$ cat src/rtl/wb_arbiter.sv
// Two-requester round-robin arbiter in front of a single Wishbone-style bus.
// Optional bus-ack timeout is built when WB_ARBITER_TIMEOUT_EN is defined.
module wb_arbiter #(
  parameter int DATA_SZ_P = 32,
  parameter int ADDR_SZ_P = 10,
  parameter int TIMEOUT_P = 16
) (
  input  logic                   clk,
  input  logic                   reset,
  input  logic [1:0]             req,
  input  logic [1:0]             cmd,
  input  logic [2*ADDR_SZ_P-1:0] addr,
  input  logic [2*DATA_SZ_P-1:0] wdata,
  output logic [1:0]             gnt,
  output logic [1:0]             done,
  output logic                   err,
  output logic [DATA_SZ_P-1:0]   rdata,
  output logic                   bus_stb,
  output logic                   bus_cmd,
  output logic [ADDR_SZ_P-1:0]   bus_addr,
  output logic [DATA_SZ_P-1:0]   bus_data,
  input  logic [DATA_SZ_P-1:0]   bus_rdata,
  input  logic                   bus_ack
);

  if (TIMEOUT_P < 2 || TIMEOUT_P > 255) begin : g_bad_timeout
    $error("wb_arbiter: TIMEOUT_P must be within 2..255");
  end

  typedef enum logic [1:0] {
    IDLE = 2'd0,
    BUSY = 2'd1,
    DONE = 2'd2
  } state_t;

  state_t state;
  state_t state_nxt;

  logic                 last;
  logic                 win;
  logic                 timeout_hit;
  logic                 finish_ok;
  logic                 finish_tmo;
  logic [ADDR_SZ_P-1:0] win_addr;
  logic [DATA_SZ_P-1:0] win_data;

  // Round robin: on contention the requester that did not own the bus last wins.
  always_comb begin
    win = 1'b0;
    case (req)
      2'b01:   win = 1'b0;
      2'b10:   win = 1'b1;
      2'b11:   win = ~last;
      default: win = 1'b0;
    endcase
  end

  assign win_addr = win ? addr[2*ADDR_SZ_P-1:ADDR_SZ_P] : addr[ADDR_SZ_P-1:0];
  assign win_data = win ? wdata[2*DATA_SZ_P-1:DATA_SZ_P] : wdata[DATA_SZ_P-1:0];

`ifdef WB_ARBITER_TIMEOUT_EN
  logic [7:0] tmo_cnt;
  logic       err_q;

  always_ff @(posedge clk or posedge reset) begin
    if (reset) begin
      tmo_cnt <= 8'd0;
    end else if (state == BUSY) begin
      tmo_cnt <= tmo_cnt + 8'd1;
    end else begin
      tmo_cnt <= 8'd0;
    end
  end

  assign timeout_hit = (state == BUSY) && (tmo_cnt == 8'(TIMEOUT_P - 1));

  // An ack arriving on the timeout cycle still completes cleanly.
  always_ff @(posedge clk or posedge reset) begin
    if (reset) begin
      err_q <= 1'b0;
    end else begin
      err_q <= finish_tmo;
    end
  end

  assign err = err_q;
`else
  assign timeout_hit = 1'b0;
  assign err         = 1'b0;
`endif

  assign finish_ok  = (state == BUSY) && bus_ack;
  assign finish_tmo = (state == BUSY) && !bus_ack && timeout_hit;

  always_ff @(posedge clk or posedge reset) begin
    if (reset) begin
      state <= IDLE;
    end else begin
      state <= state_nxt;
    end
  end

  always_comb begin
    state_nxt = state;
    case (state)
      IDLE:    if (|req) state_nxt = BUSY;
      BUSY:    if (finish_ok || finish_tmo) state_nxt = DONE;
      DONE:    state_nxt = IDLE;
      default: state_nxt = IDLE;
    endcase
  end

  // Bus-side request fields are captured once at grant and frozen until IDLE.
  always_ff @(posedge clk or posedge reset) begin
    if (reset) begin
      gnt      <= 2'b00;
      done     <= 2'b00;
      rdata    <= '0;
      bus_stb  <= 1'b0;
      bus_cmd  <= 1'b0;
      bus_addr <= '0;
      bus_data <= '0;
      last     <= 1'b1;
    end else begin
      case (state)
        IDLE: begin
          if (|req) begin
            gnt      <= win ? 2'b10 : 2'b01;
            bus_cmd  <= cmd[win];
            bus_addr <= win_addr;
            bus_data <= win_data;
            bus_stb  <= 1'b1;
          end
        end
        BUSY: begin
          if (finish_ok || finish_tmo) begin
            bus_stb <= 1'b0;
            done    <= gnt;
          end
          if (finish_ok && !bus_cmd) begin
            rdata <= bus_rdata;
          end
        end
        DONE: begin
          done <= 2'b00;
          gnt  <= 2'b00;
          last <= gnt[1];
        end
        default: begin
          done    <= 2'b00;
          gnt     <= 2'b00;
          bus_stb <= 1'b0;
        end
      endcase
    end
  end

endmodule

$ cat config.mk
export PLATFORM = sky130hd
export DESIGN_NAME = wb_arbiter
export DESIGN_NICKNAME = d
export VERILOG_FILES = /design/src/rtl/wb_arbiter.sv
export SDC_FILE = /design/constraint.sdc
export NUM_CORES = 1
export LEC_CHECK = 0
export ABC_AREA = 0
export BUFFER_PORTS_ARGS = -buffer_cell sky130_fd_sc_hd__buf_2
export CAP_MARGIN = 20
export CORE_MARGIN = 1
export CORE_UTILIZATION = 45
export DETAILED_ROUTE_END_ITERATION = 8
export PLACE_DENSITY_LB_ADDON = 0.3
export RECOVER_POWER = 100
export SETUP_SLACK_MARGIN = 0.3
export SLEW_MARGIN = 40
export SYNTH_ARGS = -nofsm -noshare
export SYNTH_HDL_FRONTEND = slang
export SYNTH_SLANG_ARGS = --single-unit
$ cat constraint.sdc
create_clock -name clk -period 4.15 [get_ports clk]
set_clock_uncertainty 0.2 [all_clocks]
set_input_delay 0.83 -clock clk [delete_from_list [all_inputs] [get_ports clk]]
set_output_delay 0.83 -clock clk [all_outputs]
set_load 0.005 [all_outputs]
==> flow_summary.json, run 1 <==
{
  "syn_inst": 264,
  "layout_common_cells": "165 x buf_2, 82 x dfrtp_1, 43 x nor4b_1, 43 x a221o_1, 37 x clkbuf_1",
  "violations": "max-capacitance violations, max-slew violations",
  "dpl.hpwl_um": 7250,
  "die_w_um": 93.06,
  "switching_share": 0.3514,
  "p_int_uw": 2197,
  "drc_errors": 0,
  "grt_pass1_vias": 3035,
  "crit_arrival_ps": 3240,
  "p_leak_uw": 0.002279,
  "drv_cap": 3,
  "worst_path_max_delay_cell": "dfrtp_1",
  "grtUsageTotal": 0.2349,
  "wl_per_cell_um": 17.57,
  "pwr-share-comb": 0.385,
  "critPathKind": "flop to flop",
  "die_y_um": 93.06,
  "critPathMaxStageDelay_ps": 1610,
  "worstPathMaxFanout": 54,
  "gp_congestion": 0.7628,
  "synthArstFlopShare": 1.000,
  "startpoint_type": "flop",
  "vias": 3119,
  "drive_gt1_frac": 0.4338,
  "ir_drop_mv": 0.3731,
  "grt_max_degree": 55,
  "clockBufferDepth": 2,
  "rsz0062_at_grt": "false",
  "clock_latency_ps": 340,
  "max_freq_mhz": 317.1,
  "worst_slew_pin_slew_ps": 2180,
  "rows": 32,
  "top_usage_layer": "met2",
  "global_route.usage.met1": 0.3118,
  "num_io_pins": 204,
  "maxSlewViolCount": 122,
  "core_area_um2": 7888,
  "outcome": "finished with violations",
  "worstPathRequired_ps": 4230,
  "viasPerCell": 5.540,
  "synth_cell_types": 30,
  "syn_area_um2": 3731,
  "finalSetupViolations": 0,
  "met3_usage": 0.05610,
  "worstHoldPathType": "flop to flop",
  "ctsResizeCount": 0,
  "finalNetCount": 579,
  "numPortBuffers": 202,
  "cts_tree": "yes",
  "diodes": 0,
  "p_sw_uw": 1190,
  "grt_util_met2": 0.3762,
  "initial_core_util": 0.4730,
  "crit_family": "flip-flops",
  "die-area_um2": 8659,
  "syn_avg_cell_area_um2": 14.13,
  "cts_sinks": 83,
  "h-tree-depth": 3,
  "grt_first_pass_wirelength_um": 15500,
  "clockPowerShare": 0.174,
  "syn_nets": 387,
  "postRouteAntennaNets": 0,
  "grt_overflow": 0,
  "cp_num_buf_inv": 1,
  "placed_area_um2": 4842,
  "finalSetupTns_ps": 0,
  "wirelength_um": 9893,
  "endpoint_kind": "flop",
  "post_cts_buffers": 0,
  "yosys_most_used_dff": "dfrtp_1",
  "synth_edf_count": 0,
  "fin_util": 0.6174,
  "finalCritPeriodShare": 0.7599,
  "synth-seq-cells": 83,
  "hold_viol": 0,
  "stdcell_area_um2": 4870,
  "p_seq_frac": 0.442,
  "power_density_nw_per_um2": 695.6,
  "holdWs_ps": 292.0,
  "ys_seq_area_frac": 0.5570,
  "antenna_found_initial": 0,
  "clkTransAtPathRegs_ps": 90,
  "ctsHoldBuffers": 0,
  "final_common_cell": "buf_2",
  "drt_iter0_drc": 129,
  "synth.yosys.warnings": 0,
  "clockRootBuffer": "clkbuf_8",
  "numCtsBuffers": 9,
  "crit_chain": "nor2_1 > o21ai_0 > buf_8 > a221o_1",
  "min_period_ps": 3154,
  "areaGrowthSynthToFinish_pct": 30.52,
  "first_pass_iters": 5,
  "slew_headroom": -0.4612
}
==> cells in the mapped netlist, drive strengths merged (2+ instances only) <==
cell type	instances	area, µm²
clkbuf	7	26.28
buf	23	145.1
dfrtp	82	2052
nor2b	3	26.27
nand2	7	26.28
a21oi	2	10.01
nor4b	44	400.4
o21ai	4	23.77
a221o	43	430.4
nor2	2	7.510
nand3	2	10.01
nand2b	2	12.51
mux2	32	473.0
inv	3	11.26
==> path summary, 6_finish.rpt <==
| kind | startpoint | end | slack (ps) | cells past startpoint |
|---|---|---|---|---|
| min reg2reg | rdata[18]$_DFFE_PP0P_ | rdata[18]$_DFFE_PP0P_ | 290 | 1 |
| max in group asynchronous | reset | bus_data[23]$_DFFE_PP0P_ | 1290 | 3 |
| max | state[1]$_DFFE_PP0P_ | bus_data[28]$_DFFE_PP0P_ | 1000 | 4 |
| max reg2reg | state[1]$_DFFE_PP0P_ | bus_data[28]$_DFFE_PP0P_ | 1000 | 4 |
| min in group asynchronous | reset | bus_data[16]$_DFFE_PP0P_ | 840 | 2 |
| min | rdata[18]$_DFFE_PP0P_ | rdata[18]$_DFFE_PP0P_ | 290 | 1 |
==> sequential cells by signal, summed over array words and instances, names as in the netlist <==
register	flops
bus_addr	10
state	2
bus_stb	1
bus_data	32
gnt	2
rdata	32
bus_cmd	1
last	1
done	2
==> layout make-up <==
| type | count | area [µm²] |
|---|---|---|
| Inverter | 3 | 12.51 |
| Multi-Input combinational cell | 148 | 1371 |
| Timing Repair Buffer | 211 | 1080 |
| Tap cell | 102 | 127.6 |
| Fill cell | 692 | 3018 |
| Clock buffer | 10 | 127.6 |
| Clock inverter | 6 | 72.57 |
| Sequential cell | 83 | 2078 |
==> metal layers <==
layer | vias up | wire length [µm]
met5 | - | 0
met4 | 0 | 214
met3 | 20 | 706
met2 | 146 | 4694
met1 | 1530 | 4278
li1 | 1423 | -
==> cell families after synthesis <==
family | Yosys count | synth area share
other | 1 | 0.001005
and+or+nand+nor | 62 | 0.1335
muxes | 32 | 0.1268
buffers and inverters | 33 | 0.04896
DFF | 83 | 0.5570
AOI/OAI and AO/OA | 53 | 0.1328
==> power by group through the flow <==
stage / Combinational, µW / Sequential [µW] / Clock [µW]
after floorplan: 904 / 1470 / 0
after global placement: 1410 / 1500 / 0
after detailed placement: 1520 / 1510 / 0
after CTS: 1520 / 1500 / 600
after global routing: 1440 / 1550 / 639
final: 1300 / 1500 / 588
==> stage by stage <==
step	setup WS, ps	std cells	total power (µW)
final	996.3	563	3387
after floorplan	984.9	264	2371
after CTS	1381	563	3622
after global routing	785.0	563	3621
after global placement	1346	542	2909
after detailed placement	1267	547	3029
==> worst register-to-register path: stages, from the launching register on <==
cell     delay [ps]
dfrtp_1        1610
nor2_1          120
o21ai_0         730
buf_8           270
a221o_1         170
Note: power is estimated with default switching activity, not from simulation.
==> inputs of run 2 (changes only) <==
- ABC_AREA: 0 -> 1
- CORE_UTILIZATION: 45 -> 46
- clock period: 4.15 -> 2.94 ns (I/O delays scaled with it)
==> run 2 against run 1 <==
Net effect:
- the run now ends clean
- first-iteration DRC count up 12%
- area after synthesis up 10%
- sequential power up 32%
- final cell count up 44%
- critical path depth up 1
- clock power up 66%
- total power up 36%
- critical endpoint is now bus_data[29]$_DFFE_PP0P_
- highest routed layer unchanged
==> flow_summary.json, run 2 <==
{
  "max_freq_mhz": 455.0,
  "cp_num_buf_inv": 2,
  "clockBufferDepth": 2,
  "fill_cells": 859,
  "cts_tree": "yes",
  "clkTransAtPathRegs_ps": 90,
  "pwr-share-comb": 0.361,
  "clock_latency_ps": 340,
  "startpoint_type": "input pin",
  "top_regs": "bus_data x32, rdata x32, bus_addr x10",
  "synth_cell_types": 22,
  "grt_overflow": 0,
  "syn_area_um2": 4104,
  "drive_gt1_frac": 0.2400,
  "layout_common_cells": "262 x nand2_1, 138 x buf_2, 82 x dfrtp_1",
  "finalSetupViolations": 0,
  "worstHoldPathType": "input pin to asynchronous set/reset pin",
  "rows": 34,
  "min_period_ps": 2198,
  "grt_first_pass_wirelength_um": 14460,
  "p_seq_frac": 0.428,
  "worst_slew_pin_slew_ps": 1194,
  "wirelength_um": 9626,
  "grt_max_degree": 65,
  "rr_worst_depth": 5,
  "post-place-ws_ps": 864.6,
  "rrSetupSlack_ps": 970,
  "ctsResizeCount": 0,
  "clockRootBuffer": "clkbuf_8",
  "drc_errors": 0,
  "endpoint_kind": "flop",
  "die_w_um": 96.46,
  "grtUsageTotal": 0.2036,
  "worstPathMaxFanout": 21,
  "gp_congestion": 0.7586,
  "die_y_um": 96.46,
  "path_depth": 5,
  "finalNetCount": 818,
  "first_pass_iters": 4,
  "postRouteAntennaNets": 0,
  "core_area_um2": 8678,
  "outcome": "complete, no violations",
  "worst_slack_ps": 742.0,
  "ys_seq_area_frac": 0.5064,
  "finalSetupTns_ps": 0,
  "rsz0062_at_grt": "false",
  "crit_arrival_ps": 2280,
  "crit_path_end": "bus_data[29]$_DFFE_PP0P_",
  "diodes": 0,
  "num_io_pins": 204,
  "p_sw_uw": 1723,
  "maxSlewViolCount": 0,
  "yosys_most_used_dff": "dfrtp_1",
  "grt_pass1_vias": 3342,
  "regToRegStartpoint": "state[1]$_DFFE_PP0P_",
  "crit_chain": "clkbuf_1 > o21ai_1 > buf_4 > nand2_1 > nand2_1",
  "areaGrowthSynthToFinish_pct": 23.20,
  "finalCritPeriodShare": 0.7476,
  "antenna_found_initial": 0,
  "initial_core_util": 0.4729,
  "vias": 3833,
  "cp_common_cell": "nand2_1",
  "critPathKind": "input pin to flop",
  "critPathMaxStageDelay_ps": 960,
  "switching_share": 0.3728,
  "dpl.hpwl_um": 7028,
  "syn_nets": 626,
  "cts_sinks": 83,
  "regArea_um2": 2078,
  "viasPerCell": 4.744,
  "worstSetupStartpoint": "req[1]",
  "synth_top_area_frac": 0.5000,
  "syn_inst": 503,
  "numCtsBuffers": 9,
  "hold_viol": 0,
  "ctsHoldBuffers": 0,
  "numPortBuffers": 202,
  "ir_drop_mv": 0.3768,
  "clockPowerShare": 0.211,
  "syn_avg_cell_area_um2": 8.159,
  "h-tree-depth": 3,
  "fin_util": 0.5826,
  "worst_path_max_delay_cell": "o21ai_1",
  "reg2reg_to": "bus_data[29]$_DFFE_PP0P_",
  "synth-seq-cells": 83,
  "p_leak_uw": 0.002956,
  "yosys-top-cells-area": "dfrtp_1 50%, nand2_1 24%, o21ai_2 6.8%",
  "synth_common_cells": "262 x nand2_1, 82 x dfrtp_1, 46 x nand3_1",
  "drt_iter0_drc": 145,
  "multi_input_area_um2": 1453,
  "final_common_cell": "nand2_1",
  "synthArstFlopShare": 1.000,
  "worstPathRequired_ps": 3020,
  "post_cts_buffers": 0,
  "synth_edf_count": 0,
  "die-area_um2": 9304,
  "slew_headroom": 0.1986,
  "power_density_nw_per_um2": 914.2,
  "synth.yosys.warnings": 0,
  "drv_cap": 0,
  "yosysMostFrequentCell": "nand2_1",
  "p_int_uw": 2899,
  "crit_family": "compound AO/OA/AOI/OAI gates",
  "yosys.area.top_type": "dfrtp_1",
  "wl_per_cell_um": 11.91
}
[run 2: area by class of cell]
type,instances,share of cell area
sequential,83,0.4110
tap,108,0.02673
clock inverter,6,0.02252
inverter,39,0.03069
clock buffer,10,0.02524
multi-input combinational,353,0.2873
timing repair buffer,209,0.1965
[run 2: worst register-to-register path, cell delays in order, from the launching register on]
cell	delay, ps
dfrtp_1	430
nor2_1	90
o21ai_1	630
buf_4	400
nand2_1	90
nand2_1	70
[run 2: power groups by stage]
| stage | registers [µW] | clock network [µW] | logic [µW] |
|---|---|---|---|
| 2_1_floorplan | 2020 | 0 | 1240 |
| 3_3_place_gp | 1980 | 0 | 1890 |
| 3_5_place_dp | 1980 | 0 | 1960 |
| 4_1_cts | 1970 | 996 | 1960 |
| 5_1_grt | 2040 | 1040 | 1950 |
| 6_report | 1980 | 975 | 1670 |
[run 2: cells by family after synthesis]
kind of cell	Yosys count	share of synthesized area
DFF	83	0.5064
other	1	0.0009138
and+or+nand+nor	315	0.3116
AOI/OAI and AO/OA	37	0.07713
buffers and inverters	67	0.1040
[run 2: layer usage]
layer  up-vias  share of wire  global-route usage
met5         -              0                   0
met4         0          0.018             0.08088
met3        16          0.056             0.04225
met2       118           0.51              0.3785
met1      1782           0.42              0.2251
li1       1917              -                   -
[run 2: how the worst min path moves through the flow]
stage,start,end,slack [ps],cells after the start
2_1_floorplan,bus_stb$_DFFE_PP0P_,bus_stb$_DFFE_PP0P_,260,2
3_3_place_gp,bus_stb$_DFFE_PP0P_,bus_stb$_DFFE_PP0P_,250,2
3_5_place_dp,bus_data[9]$_DFFE_PP0P_,bus_data[9]$_DFFE_PP0P_,260,2
4_1_cts,reset,rdata[31]$_DFFE_PP0P_,20,2
5_1_grt,reset,rdata[8]$_DFFE_PP0P_,180,2
6_report,reset,rdata[31]$_DFFE_PP0P_,120,2
[run 2: per-stage QoR]
| step | power (µW) | area [µm²] | hold slack (ps) | std cells |
|---|---|---|---|---|
| 2_1_floorplan | 3253 | 4108 | 264.1 | 503 |
| 3_3_place_gp | 3870 | 5039 | 252.8 | 791 |
| 3_5_place_dp | 3937 | 5039 | 259.4 | 791 |
| 4_1_cts | 4924 | 5280 | 24.33 | 807 |
| 5_1_grt | 5032 | 5056 | 178.0 | 808 |
| 6_report | 4622 | 5056 | 124.8 | 808 |
==> inputs of run 3 (changes only) <==
- CORE_UTILIZATION: 46 -> 42
- clock period: 2.94 -> 2 ns (I/O delays scaled with it)
==> run 3 against run 2 <==
Net effect:
- via count fell by 0.73%
- global-route usage rose by 0.24 points
- clock power rose by 17%
- die area rose by 9.3%
- final cell count rose by 2.6%
- routed wire length rose by 6.9%
- total power rose by 42%
- sequential power rose by 46%
- utilization fell by 3.9 points
- setup slack got worse by 440 ps
- largest power group unchanged
==> flow_summary.json, run 3 (synthesis gave the netlist of run 2 again) <==
{
  "outcome": "complete, no violations",
  "stdcell_area_um2": 5091,
  "finalCritPeriodShare": 0.8473,
  "die_y_um": 100.9,
  "grt_pass1_vias": 3725,
  "drt_iter0_drc": 156,
  "grt_max_degree": 84,
  "layout_common_cells": "262 x nand2_1, 153 x buf_2, 82 x dfrtp_1",
  "p_leak_uw": 0.003018,
  "slew_headroom": 0.5024,
  "wirelength_um": 10290,
  "min_period_ps": 1695,
  "ir_drop_mv": 0.5098,
  "viasPerCell": 4.590,
  "worst_slew_pin_slew_ps": 746.5,
  "gp_congestion": 0.7936,
  "drive_gt1_frac": 0.2643,
  "endpoint_kind": "flop",
  "numCtsBuffers": 9,
  "worstHoldPathType": "input pin to flop",
  "antenna_found_initial": 0,
  "crit_arrival_ps": 1770,
  "core_area_um2": 9371,
  "clockBufferDepth": 2,
  "rows": 35,
  "startpoint_type": "flop",
  "grt_overflow": 0,
  "max_freq_mhz": 590.1,
  "areaGrowthSynthToFinish_pct": 24.05,
  "postRouteAntennaNets": 0,
  "worstPathRequired_ps": 2080,
  "grtUsageTotal": 0.2060,
  "finalSetupTns_ps": 0,
  "first_pass_iters": 4,
  "cts_tree": "yes",
  "post_cts_buffers": 0,
  "fill_cells": 1016,
  "wl_per_cell_um": 12.42,
  "initial_core_util": 0.4379,
  "grt_first_pass_wirelength_um": 16510,
  "dpl.hpwl_um": 7126,
  "placed_area_um2": 5085,
  "worstPathMaxFanout": 22,
  "power_density_nw_per_um2": 1293,
  "num_io_pins": 204,
  "clkTransAtPathRegs_ps": 90,
  "die_w_um": 100.9,
  "h-tree-depth": 3,
  "maxSlewViolCount": 0,
  "rsz0062_at_grt": "false",
  "die-area_um2": 10170,
  "finalSetupViolations": 0,
  "clock_latency_ps": 340,
  "numPortBuffers": 202,
  "finalNetCount": 820,
  "vias": 3805,
  "diodes": 0,
  "drc_errors": 0,
  "clockRootBuffer": "clkbuf_8",
  "final_common_cell": "nand2_1",
  "hold_viol": 0,
  "top_regs": "bus_data x32, rdata x32, bus_addr x10",
  "critPathKind": "flop to flop",
  "drv_cap": 0,
  "cts_sinks": 83
}
-- run 3: cell count changes in the layout (fill, tap and decap cells not counted), sizes merged --
cell and delta:
clkinv +2, clkbuf -17, dlygate4sd3 +1, nand2 +1, clkinvlp -2, buf +16
inv +1, bufinv -2
-- run 3: path summary, 6_finish.rpt --
| check | startpoint | endpoint | slack [ps] | depth (start not counted) |
|---|---|---|---|---|
| min in group asynchronous | reset | bus_data[31]$_DFFE_PP0P_ | 640 | 4 |
| worst min register to register | bus_addr[3]$_DFFE_PP0P_ | bus_addr[3]$_DFFE_PP0P_ | 280 | 2 |
| worst max register to register | last$_DFFE_PP1N_ | bus_data[24]$_DFFE_PP0P_ | 310 | 6 |
| max in group asynchronous | reset | bus_addr[0]$_DFFE_PP0P_ | 420 | 4 |
| worst min-delay path | bus_rdata[2] | rdata[2]$_DFFE_PP0P_ | 90 | 3 |
| worst max-delay path | last$_DFFE_PP1N_ | bus_data[24]$_DFFE_PP0P_ | 310 | 6 |
-- run 3: power breakdown --
| part | internal (µW) | switching [µW] |
|---|---|---|
| clock | 562 | 582 |
| combinational | 1020 | 1530 |
| sequential | 2460 | 431 |
| total | 4040 | 2540 |
-- run 3: through the flow --
step	util	hold slack, ps	power [µW]	setup slack (ps)	std cells
after floorplan	-	264.1	4782	449.0	503
after global placement	0.5426	252.8	5731	276.4	813
after detailed placement	0.5426	259.6	5826	232.9	813
after CTS	0.5636	65.21	7014	379.9	828
after global routing	0.5433	68.96	7193	200.2	829
final	0.5433	91.88	6583	305.4	829
-- run 3: critical path, cell delays in order (launching register included) --
cell	delay, ps
dfstp_2	560
nand2_4	140
nand2_2	440
nand2_1	90
nand2_1	80
nand2_1	50
nand2_1	70
-- run 3: metal layers --
metal	wire length [µm]	vias up	GRT usage	part of all wire
li1	-	1923	-	-
met1	4272	1745	0.2391	0.42
met2	5270	124	0.3725	0.51
met3	577	13	0.04785	0.056
met4	173	0	0.07023	0.017
met5	0	-	0	0
-- run 3: timing repair --
| item | CTS | global route |
|---|---|---|
| setup endpoints to repair | 35 | 32 |
| gates cloned | 0 | 1 |
| hold buffers | 1 | 0 |
| pin swaps | 0 | 1 |
| resized for setup | 1 | 1 |
| endpoints found under the hold margin | 54 | 0 |
-- run 3: area by class of cell --
cell class / count / area, µm² / area share
multi-input combinational: 354 / 1496 / 0.2939
tap: 129 / 161.4 / 0.03170
clock inverter: 5 / 53.80 / 0.01057
sequential: 83 / 2078 / 0.4082
clock buffer: 9 / 123.9 / 0.02433
inverter: 39 / 157.7 / 0.03097
timing repair buffer: 210 / 1020 / 0.2003
